<file path="config.mk">
export PLATFORM = sky130hd
export DESIGN_NAME = booth_operand_sequencer
export DESIGN_NICKNAME = d
export VERILOG_FILES = /design/src/rtl/booth_operand_sequencer.sv
export SDC_FILE = /design/constraint.sdc
export NUM_CORES = 1
export LEC_CHECK = 0
export BUFFER_PORTS_ARGS = -buffer_cell sky130_fd_sc_hd__buf_2
export CORE_MARGIN = 2
export CORE_UTILIZATION = 40
export DETAILED_ROUTE_END_ITERATION = 8
export PLACE_DENSITY = 0.64
export SYNTH_ARGS = -nofsm -noshare
export SYNTH_HDL_FRONTEND = slang
export SYNTH_SLANG_ARGS = --single-unit
</file>
<file path="constraint.sdc">
create_clock -name clk -period 7 [get_ports clk]
set_input_delay 0.7 -clock clk [delete_from_list [all_inputs] [get_ports clk]]
set_output_delay 0.7 -clock clk [all_outputs]
set_load 0.005 [all_outputs]
</file>
<file path="src/rtl/booth_operand_sequencer.sv">
// Operand sequencer and result checker for a downstream 8x8 signed Booth multiplier.
// Runs a campaign of directed then LFSR-generated operand pairs and tallies pass/fail.
module booth_operand_sequencer #(
   parameter int          NUM_VECTORS    = 260,
   parameter int          TIMEOUT_CYCLES = 64,
   parameter logic [15:0] LFSR_SEED      = 16'hACE1
) (
   input  logic        clk,
   input  logic        rst,
   input  logic        run,
   input  logic [15:0] product,
   input  logic        done,
   output logic [7:0]  multiplicand,
   output logic [7:0]  multiplier,
   output logic        start,
   output logic        busy,
   output logic        finished,
   output logic [15:0] pass_count,
   output logic [15:0] fail_count,
   output logic        timeout_err,
   output logic [7:0]  last_fail_a,
   output logic [7:0]  last_fail_b
);

   localparam logic [2:0] S_IDLE   = 3'd0;
   localparam logic [2:0] S_LOAD   = 3'd1;
   localparam logic [2:0] S_START  = 3'd2;
   localparam logic [2:0] S_WAIT   = 3'd3;
   localparam logic [2:0] S_CHECK  = 3'd4;
   localparam logic [2:0] S_GAP    = 3'd5;
   localparam logic [2:0] S_FINISH = 3'd6;

   localparam logic [31:0] TIMEOUT_LAST = 32'(TIMEOUT_CYCLES - 1);
   localparam logic [16:0] VEC_LIMIT    = 17'(NUM_VECTORS);

   logic [2:0]  state;
   logic [2:0]  state_next;
   logic        run_q;
   logic        run_edge;
   logic [15:0] index;
   logic [15:0] lfsr;
   logic [15:0] product_cap;
   logic [31:0] wait_cnt;
   logic [15:0] expected;
   logic        last_vector;
   logic        timeout_hit;

   function automatic logic [15:0] lfsr_step(input logic [15:0] v);
      if (v[0]) begin
         lfsr_step = (v >> 1) ^ 16'hB400;
      end else begin
         lfsr_step = v >> 1;
      end
   endfunction

   // {A, B} for a vector: four corner cases first, then straight from the LFSR
   function automatic logic [15:0] operands_for(input logic [15:0] idx, input logic [15:0] l);
      case (idx)
         16'd0:   operands_for = 16'h0000;
         16'd1:   operands_for = 16'h8080;
         16'd2:   operands_for = 16'h7F80;
         16'd3:   operands_for = 16'hFFFF;
         default: operands_for = l;
      endcase
   endfunction

   function automatic logic [15:0] sat_inc(input logic [15:0] v);
      if (v == 16'hFFFF) begin
         sat_inc = v;
      end else begin
         sat_inc = v + 16'd1;
      end
   endfunction

   // Low 16 bits of the sign-extended product are the exact two's-complement result
   always_comb begin
      expected    = {{8{multiplicand[7]}}, multiplicand} * {{8{multiplier[7]}}, multiplier};
      run_edge    = run & ~run_q;
      last_vector = ({1'b0, index} + 17'd1) >= VEC_LIMIT;
      timeout_hit = !done && (wait_cnt >= TIMEOUT_LAST);
   end

   always_comb begin
      state_next = state;
      case (state)
         S_IDLE, S_FINISH: begin
            if (run_edge) begin
               state_next = S_LOAD;
            end else begin
               state_next = state;
            end
         end
         S_LOAD:  state_next = S_START;
         S_START: state_next = S_WAIT;
         S_WAIT: begin
            if (done) begin
               state_next = S_CHECK;
            end else if (timeout_hit) begin
               state_next = S_FINISH;
            end else begin
               state_next = S_WAIT;
            end
         end
         S_CHECK: begin
            if (last_vector) begin
               state_next = S_FINISH;
            end else begin
               state_next = S_GAP;
            end
         end
         S_GAP: begin
            if (!done) begin
               state_next = S_LOAD;
            end else begin
               state_next = S_GAP;
            end
         end
         default: state_next = S_IDLE;
      endcase
   end

   // Status flags are derived from the next state so they line up with the state register
   always_ff @(posedge clk) begin
      if (rst) begin
         state        <= S_IDLE;
         run_q        <= 1'b0;
         index        <= 16'd0;
         lfsr         <= LFSR_SEED;
         wait_cnt     <= 32'd0;
         product_cap  <= 16'd0;
         multiplicand <= 8'd0;
         multiplier   <= 8'd0;
         start        <= 1'b0;
         busy         <= 1'b0;
         finished     <= 1'b0;
         pass_count   <= 16'd0;
         fail_count   <= 16'd0;
         timeout_err  <= 1'b0;
         last_fail_a  <= 8'd0;
         last_fail_b  <= 8'd0;
      end else begin
         state    <= state_next;
         run_q    <= run;
         start    <= (state_next == S_START);
         busy     <= (state_next == S_LOAD) || (state_next == S_START) || (state_next == S_WAIT) ||
                     (state_next == S_CHECK) || (state_next == S_GAP);
         finished <= (state_next == S_FINISH);
         case (state)
            S_IDLE, S_FINISH: begin
               if (run_edge) begin
                  index                      <= 16'd0;
                  lfsr                       <= LFSR_SEED;
                  pass_count                 <= 16'd0;
                  fail_count                 <= 16'd0;
                  timeout_err                <= 1'b0;
                  last_fail_a                <= 8'd0;
                  last_fail_b                <= 8'd0;
                  {multiplicand, multiplier} <= operands_for(16'd0, LFSR_SEED);
               end
            end
            S_GAP: begin
               // index and lfsr already point at the next vector here
               if (!done) begin
                  {multiplicand, multiplier} <= operands_for(index, lfsr);
               end
            end
            S_START: wait_cnt <= 32'd1;
            S_WAIT: begin
               if (done) begin
                  product_cap <= product;
               end else if (timeout_hit) begin
                  timeout_err <= 1'b1;
                  fail_count  <= sat_inc(fail_count);
               end else begin
                  wait_cnt <= wait_cnt + 32'd1;
               end
            end
            S_CHECK: begin
               if (product_cap == expected) begin
                  pass_count <= sat_inc(pass_count);
               end else begin
                  fail_count  <= sat_inc(fail_count);
                  last_fail_a <= multiplicand;
                  last_fail_b <= multiplier;
               end
               index <= index + 16'd1;
               lfsr  <= lfsr_step(lfsr);
            end
            default: ;
         endcase
      end
   end

endmodule

</file>
==> flow_metrics.py, run 1 <==
metrics = {
    "power_and_ir_drop": {
        "finalPower_uw": 2000,
        "powerDensity_nw_per_um2": 185,
        "p_int_uw": 1450,
        "pwr-share-clk_pct": 46.5,
        "p_seq_share_pct": 44.6,
        "comb_power_share_pct": 9.0,
        "netSwitchingFraction_pct": 27.6,
        "p_switching_uw": 550,
        "leakage_uw": 0.00437,
        "ir_drop_mv": 0.127,
    },
    "synthesis": {
        "synthArstFlopShare_pct": 0,
        "yosys.area.top_type_share_pct": 31.6,
        "syn-num-nets": 1239,
        "yosysUniqueCellTypes": 78,
        "synth_cells": 1128,
        "synth_edf_count": 0,
        "netlist_top_cells_area": "dfxtp_1, fa_1, nand2_1",
        "synth_area_um2": 9630,
        "ys_ff_latch": 152,
        "synth-main-ff-cell": "dfxtp_1",
        "avgSynthCellArea_um2": 8.54,
        "seq_area_frac_synth_pct": 31.6,
        "yosys_warnings": 0,
        "synth_area_leader_cell": "dfxtp_1",
    },
    "detailed_routing": {
        "drt_pass1_iterations": 5,
        "met1_length_mm": 11.0,
        "drt_iter0_drc": 556,
        "met3WireLength_um": 845,
        "drt_wl_total_mm": 22.9,
        "vias": 8105,
        "top_layer": "met4",
        "viasPerCell": 5.39,
        "met2WireLength_mm": 10.7,
        "wire_per_inst_um": 15.2,
        "drtAntennaViolNets": 0,
        "drc": 0,
    },
    "worst_setup_path": {
        "end_kind": "flip-flop",
        "cp_max_fo": 16,
        "cp_data_arrival_time_ns": 6.62,
        "startpoint_type": "flip-flop",
        "critPathKind": "reg -> reg",
        "crit_required_ns": 7.38,
    },
    "floorplanning": {
        "die_h_um": 159,
        "die_w_um": 159,
        "initial_core_util_pct": 40.9,
        "ios": 88,
        "core.rowCount": 56,
        "dieArea_um2": 25300,
        "core-area_um2": 23500,
    },
    "placement": {
        "placed_cell_area_um2": 10200,
        "place_hpwl_mm": 16.3,
        "numPortBuffers": 87,
        "dpl_worst_slack_ns": 0.795,
        "place_congestion": 0.836,
    },
    "sta": {
        "hold_viol": 0,
        "rsz0062_at_grt": "false",
        "tightest_slew_ns": 1.05,
        "worst_clock_skew_ns": 0.0121,
        "fin_crit_sh_pct": 89.1,
        "whs_ns": 0.457,
        "finalSetupViolations": 0,
        "fmax_mhz": 160,
        "setup_tns_ns": 0,
        "finalMaxSlewViolations": 0,
        "fin_ws_ns": 0.760,
        "max_slew_margin_pct": 29.0,
        "fin_crit_ns": 6.24,
    },
    "clock_tree": {
        "htreeDepth": 4,
        "path_clk_slew_ns": 0.07,
        "cts_buffer_depth": 2,
        "insertion_delay_ns": 0.43,
        "cts_root_buf": "clkbuf_16",
        "cts_resized": 0,
        "hold_buffers": 0,
        "tritoncts": "yes",
        "numCtsBuffers": 17,
        "post_cts_buffers": 0,
        "cts.sinks": 152,
    },
    "global_route": {
        "grt_pass1_vias": 7815,
        "grt_first_pass_wirelength_mm": 39.2,
        "grt_overflow": 0,
        "grt_max_degree": 79,
        "antenna_found_initial": 0,
        "grt_util_all_layers_pct": 18.6,
    },
    "final_layout": {
        "design_area_um2": 10800,
        "fin_nets": 1283,
        "area_growth_pct": 12.3,
        "final_cell_mix": "nand2_1, dfxtp_1, buf_2",
        "final_common_cell": "nand2_1",
        "diodes": 0,
        "drive_gt1_share_pct": 14.7,
    },
    "status": {
        "status": "finished clean",
    },
    "job": {
        "drv_cap": 0,
    },
    "hold_path": {
        "hold_class": "in -> reg",
    },
}
-- metrics by stage --
stage / std cells / utilization, %
floorplan: 1128 / -
global placement: 1472 / 43.4
detailed placement: 1472 / 43.4
CTS: 1504 / 45.9
global route: 1504 / 45.9
finish: 1504 / 45.9
-- state kept, by name (all words and copies together) (netlist names), 16 cells and up --
register     cells
fail_count      16
product_cap     16
lfsr            16
wait_cnt        32
index           16
pass_count      16
-- critical path, stage by stage (launching register included) --
cell and delay, ns:
dfxtp_1 0.41, and2_1 0.28, fa_1 0.71, inv_1 0.14, fa_1 0.54, inv_1 0.05, fa_1 0.50, inv_1 0.06
fa_1 0.54, inv_1 0.04, ha_1 0.37, xor2_1 0.22, o211ai_1 0.14, a311oi_1 0.26, nand4_1 0.20, nor4_4 0.42
nand4_2 0.47, a21oi_4 0.61, a22o_2 0.23
-- worst paths after layout --
kind                   start        endpoint  slack (ns)  cells after the start
max          multiplicand[7]  last_fail_b[4]        0.76                     18
max reg2reg  multiplicand[7]  last_fail_b[4]        0.76                     18
min reg2reg   product_cap[6]  product_cap[6]        0.47                      2
min                      rst   fail_count[1]        0.46                      2
-- power groups by stage --
stage | registers, uW | logic (uW) | clock network, uW
final | 889 | 179 | 927
after global routing | 891 | 198 | 980
after CTS | 889 | 179 | 950
after detailed placement | 908 | 179 | 0
after global placement | 908 | 176 | 0
after floorplan | 901 | 138 | 0
-- area by class of cell --
| cell class | count | area [um2] |
|---|---|---|
| clock inverter | 14 | 154 |
| sequential | 152 | 3040 |
| clock buffer | 18 | 439 |
| multi-input combinational | 825 | 5980 |
| fill | 2394 | 12700 |
| inverter | 82 | 308 |
| tap | 319 | 399 |
| timing repair buffer | 94 | 488 |
-- synthesized netlist by cell type, drive strengths merged, types with 22 or more instances --
cell / n
and2: 33
dfxtp: 152
nand2: 153
ha: 36
fa: 55
nand2b: 26
and3: 22
nand3: 29
clkbuf: 54
o21ai: 39
a21oi: 79
nor2: 83
inv: 82
-- logic make-up (layout without fill, tap and decap cells) --
kind of cell	count (synthesis)	after routing	share of synthesized area (%)
AOI/OAI and AO/OA	250	250	17.9
xor gates and xnor gates	35	35	3.55
adders and majority gates	91	91	16.1
buffers and inverters	151	208	6.42
DFF	152	152	31.6
muxes	22	22	2.34
and+or+nand+nor	427	427	22.1
-- layer usage --
metal,up-vias,GRT usage (%)
li1,3997,-
met1,3912,25.0
met2,175,30.8
met3,21,2.79
met4,0,5.74
met5,-,0
Note: power is estimated with default switching activity, not from simulation.
==> run 2, diff against run 1 <==
--- a/config.mk
+++ b/config.mk
@@ -5,7 +5,7 @@
 export SDC_FILE = /design/constraint.sdc
 export NUM_CORES = 1
 export LEC_CHECK = 0
-export BUFFER_PORTS_ARGS = -buffer_cell sky130_fd_sc_hd__buf_2
+export BUFFER_PORTS_ARGS = -buffer_cell sky130_fd_sc_hd__buf_4
 export CORE_MARGIN = 2
 export CORE_UTILIZATION = 40
 export DETAILED_ROUTE_END_ITERATION = 8
==> flow_metrics.py, run 2 (synthesis gave the netlist of run 1 again) <==
metrics = {
    "status": {
        "status": "finished clean",
    },
    "sta": {
        "fmax_mhz": 160,
        "fin_crit_sh_pct": 89.3,
        "fin_ws_ns": 0.748,
        "fin_crit_ns": 6.25,
        "finalMaxSlewViolations": 0,
        "hold_viol": 0,
        "tightest_slew_ns": 1.07,
        "rsz0062_at_grt": "false",
        "finalSetupViolations": 0,
        "worst_clock_skew_ns": 0.0115,
        "setup_tns_ns": 0,
        "max_slew_margin_pct": 27.8,
    },
    "worst_setup_path": {
        "rrSetupSlack_ns": 0.75,
        "r2r_cells": 16,
        "critPathKind": "reg -> reg",
        "cp_slowest_cell": "fa_1",
        "slowest_delay_ns": 0.72,
        "worst-path-buf-inv": 2,
        "end_kind": "flip-flop",
        "crit_path_start": "multiplicand[7]",
        "cp_data_arrival_time_ns": 6.64,
        "crit_required_ns": 7.38,
        "r2r-end": "last_fail_b[0]",
        "startpoint_type": "flip-flop",
        "cp_cell_sequence": "and2_1, fa_1, inv_1, fa_1, fa_1, fa_1, inv_1, ha_1, xnor2_1, nor3_1, nor4_1, nand4_1, nor4_4, nand4_2, a21oi_4, a22o_2",
        "crit_top_cell": "fa_1",
        "cp_max_fo": 16,
        "reg2reg_from": "multiplicand[7]",
        "cp_top_family": "adder cells",
    },
    "detailed_routing": {
        "drtAntennaViolNets": 0,
        "viasPerCell": 5.36,
        "wire_per_inst_um": 15.5,
        "drt_iter0_drc": 492,
        "drt_wl_total_mm": 23.3,
        "drc": 0,
        "drt_pass1_iterations": 5,
        "vias": 8074,
    },
    "placement": {
        "dpl_worst_slack_ns": 0.804,
        "place_congestion": 0.837,
        "place_hpwl_mm": 16.6,
        "numPortBuffers": 87,
    },
    "power_and_ir_drop": {
        "ir_drop_mv": 0.164,
        "powerDensity_nw_per_um2": 185,
        "leakage_uw": 0.00439,
    },
    "final_layout": {
        "largest_reg_flops": 32,
        "final_common_cell": "nand2_1",
        "area_growth_pct": 15.0,
        "final_cell_mix": "nand2_1, dfxtp_1, buf_4",
        "diodes": 0,
        "drive_gt1_share_pct": 14.8,
        "top_register": "wait_cnt",
        "fin_nets": 1284,
    },
    "floorplanning": {
        "core-area_um2": 23500,
        "ios": 88,
        "die_w_um": 159,
        "die_h_um": 159,
        "initial_core_util_pct": 40.9,
        "core.rowCount": 56,
        "dieArea_um2": 25300,
    },
    "clock_tree": {
        "cts.sinks": 152,
        "path_clk_slew_ns": 0.07,
        "insertion_delay_ns": 0.44,
        "hold_buffers": 0,
        "cts_root_buf": "clkbuf_16",
        "post_cts_buffers": 0,
        "htreeDepth": 4,
        "numCtsBuffers": 17,
        "cts_resized": 0,
        "cts_buffer_depth": 2,
        "tritoncts": "yes",
    },
    "global_route": {
        "antenna_found_initial": 0,
        "grt_pass1_vias": 7700,
        "grt_util_all_layers_pct": 18.7,
        "grt_max_degree": 80,
        "grt_overflow": 0,
        "grt_first_pass_wirelength_mm": 39.3,
    },
    "hold_path": {
        "hp-start": "product_cap[6]",
        "hold_class": "reg -> reg",
        "hold_path_end": "product_cap[6]",
        "hold_depth": 2,
    },
    "job": {
        "drv_cap": 0,
    },
}
==> run 2: worst max path at each step <==
stage                           endpoint  slack, ns  cells after the start
after floorplan           last_fail_b[7]       1.54                     21
after global placement    last_fail_b[0]       0.93                     18
after detailed placement  last_fail_b[2]       0.80                     16
after CTS                 last_fail_b[0]       0.74                     16
after global routing      last_fail_a[4]       0.42                     16
final                     last_fail_b[0]       0.75                     16
==> run 2: area by class of cell <==
cell class                 count  area (um2)
fill                        2325       12500
multi-input combinational    825        5980
sequential                   152        3040
timing repair buffer          95         713
clock buffer                  17         425
tap                          319         399
inverter                      82         308
clock inverter                15         204
==> run 2: per-layer routing <==
layer	up-vias	wire length (um)	GRT usage, %
met5	-	0	0
li1	3999	-	-
met4	0	335	5.25
met1	3842	10800	25.6
met2	213	10900	30.4
met3	20	1230	3.44
==> run 2: power by group <==
part	total (uW)	switching [uW]	leakage [uW]	internal [uW]
Combinational	185	125	0.00286	59.3
Sequential	889	14.1	0.00123	875
Clock	977	430	0.000301	547
Total	2050	569	0.00439	1480
==> run 2: stage by stage <==
step	total power [uW]	cells	instance area (um2)	hold WS, ns	utilization (%)
5_1_grt	2130	1505	11100	0.471	47.0
6_report	2050	1505	11100	0.470	47.0
2_1_floorplan	1040	1128	9630	0.437	-
3_3_place_gp	1090	1473	10400	0.455	44.4
4_1_cts	2070	1505	11100	0.468	47.0
3_5_place_dp	1090	1473	10400	0.463	44.4
==> run 2: tightest hold or removal path, stage by stage, from the launching register on <==
cell and delay, ns:
dfxtp_1 0.32, nand2_1 0.05, a21oi_1 0.05
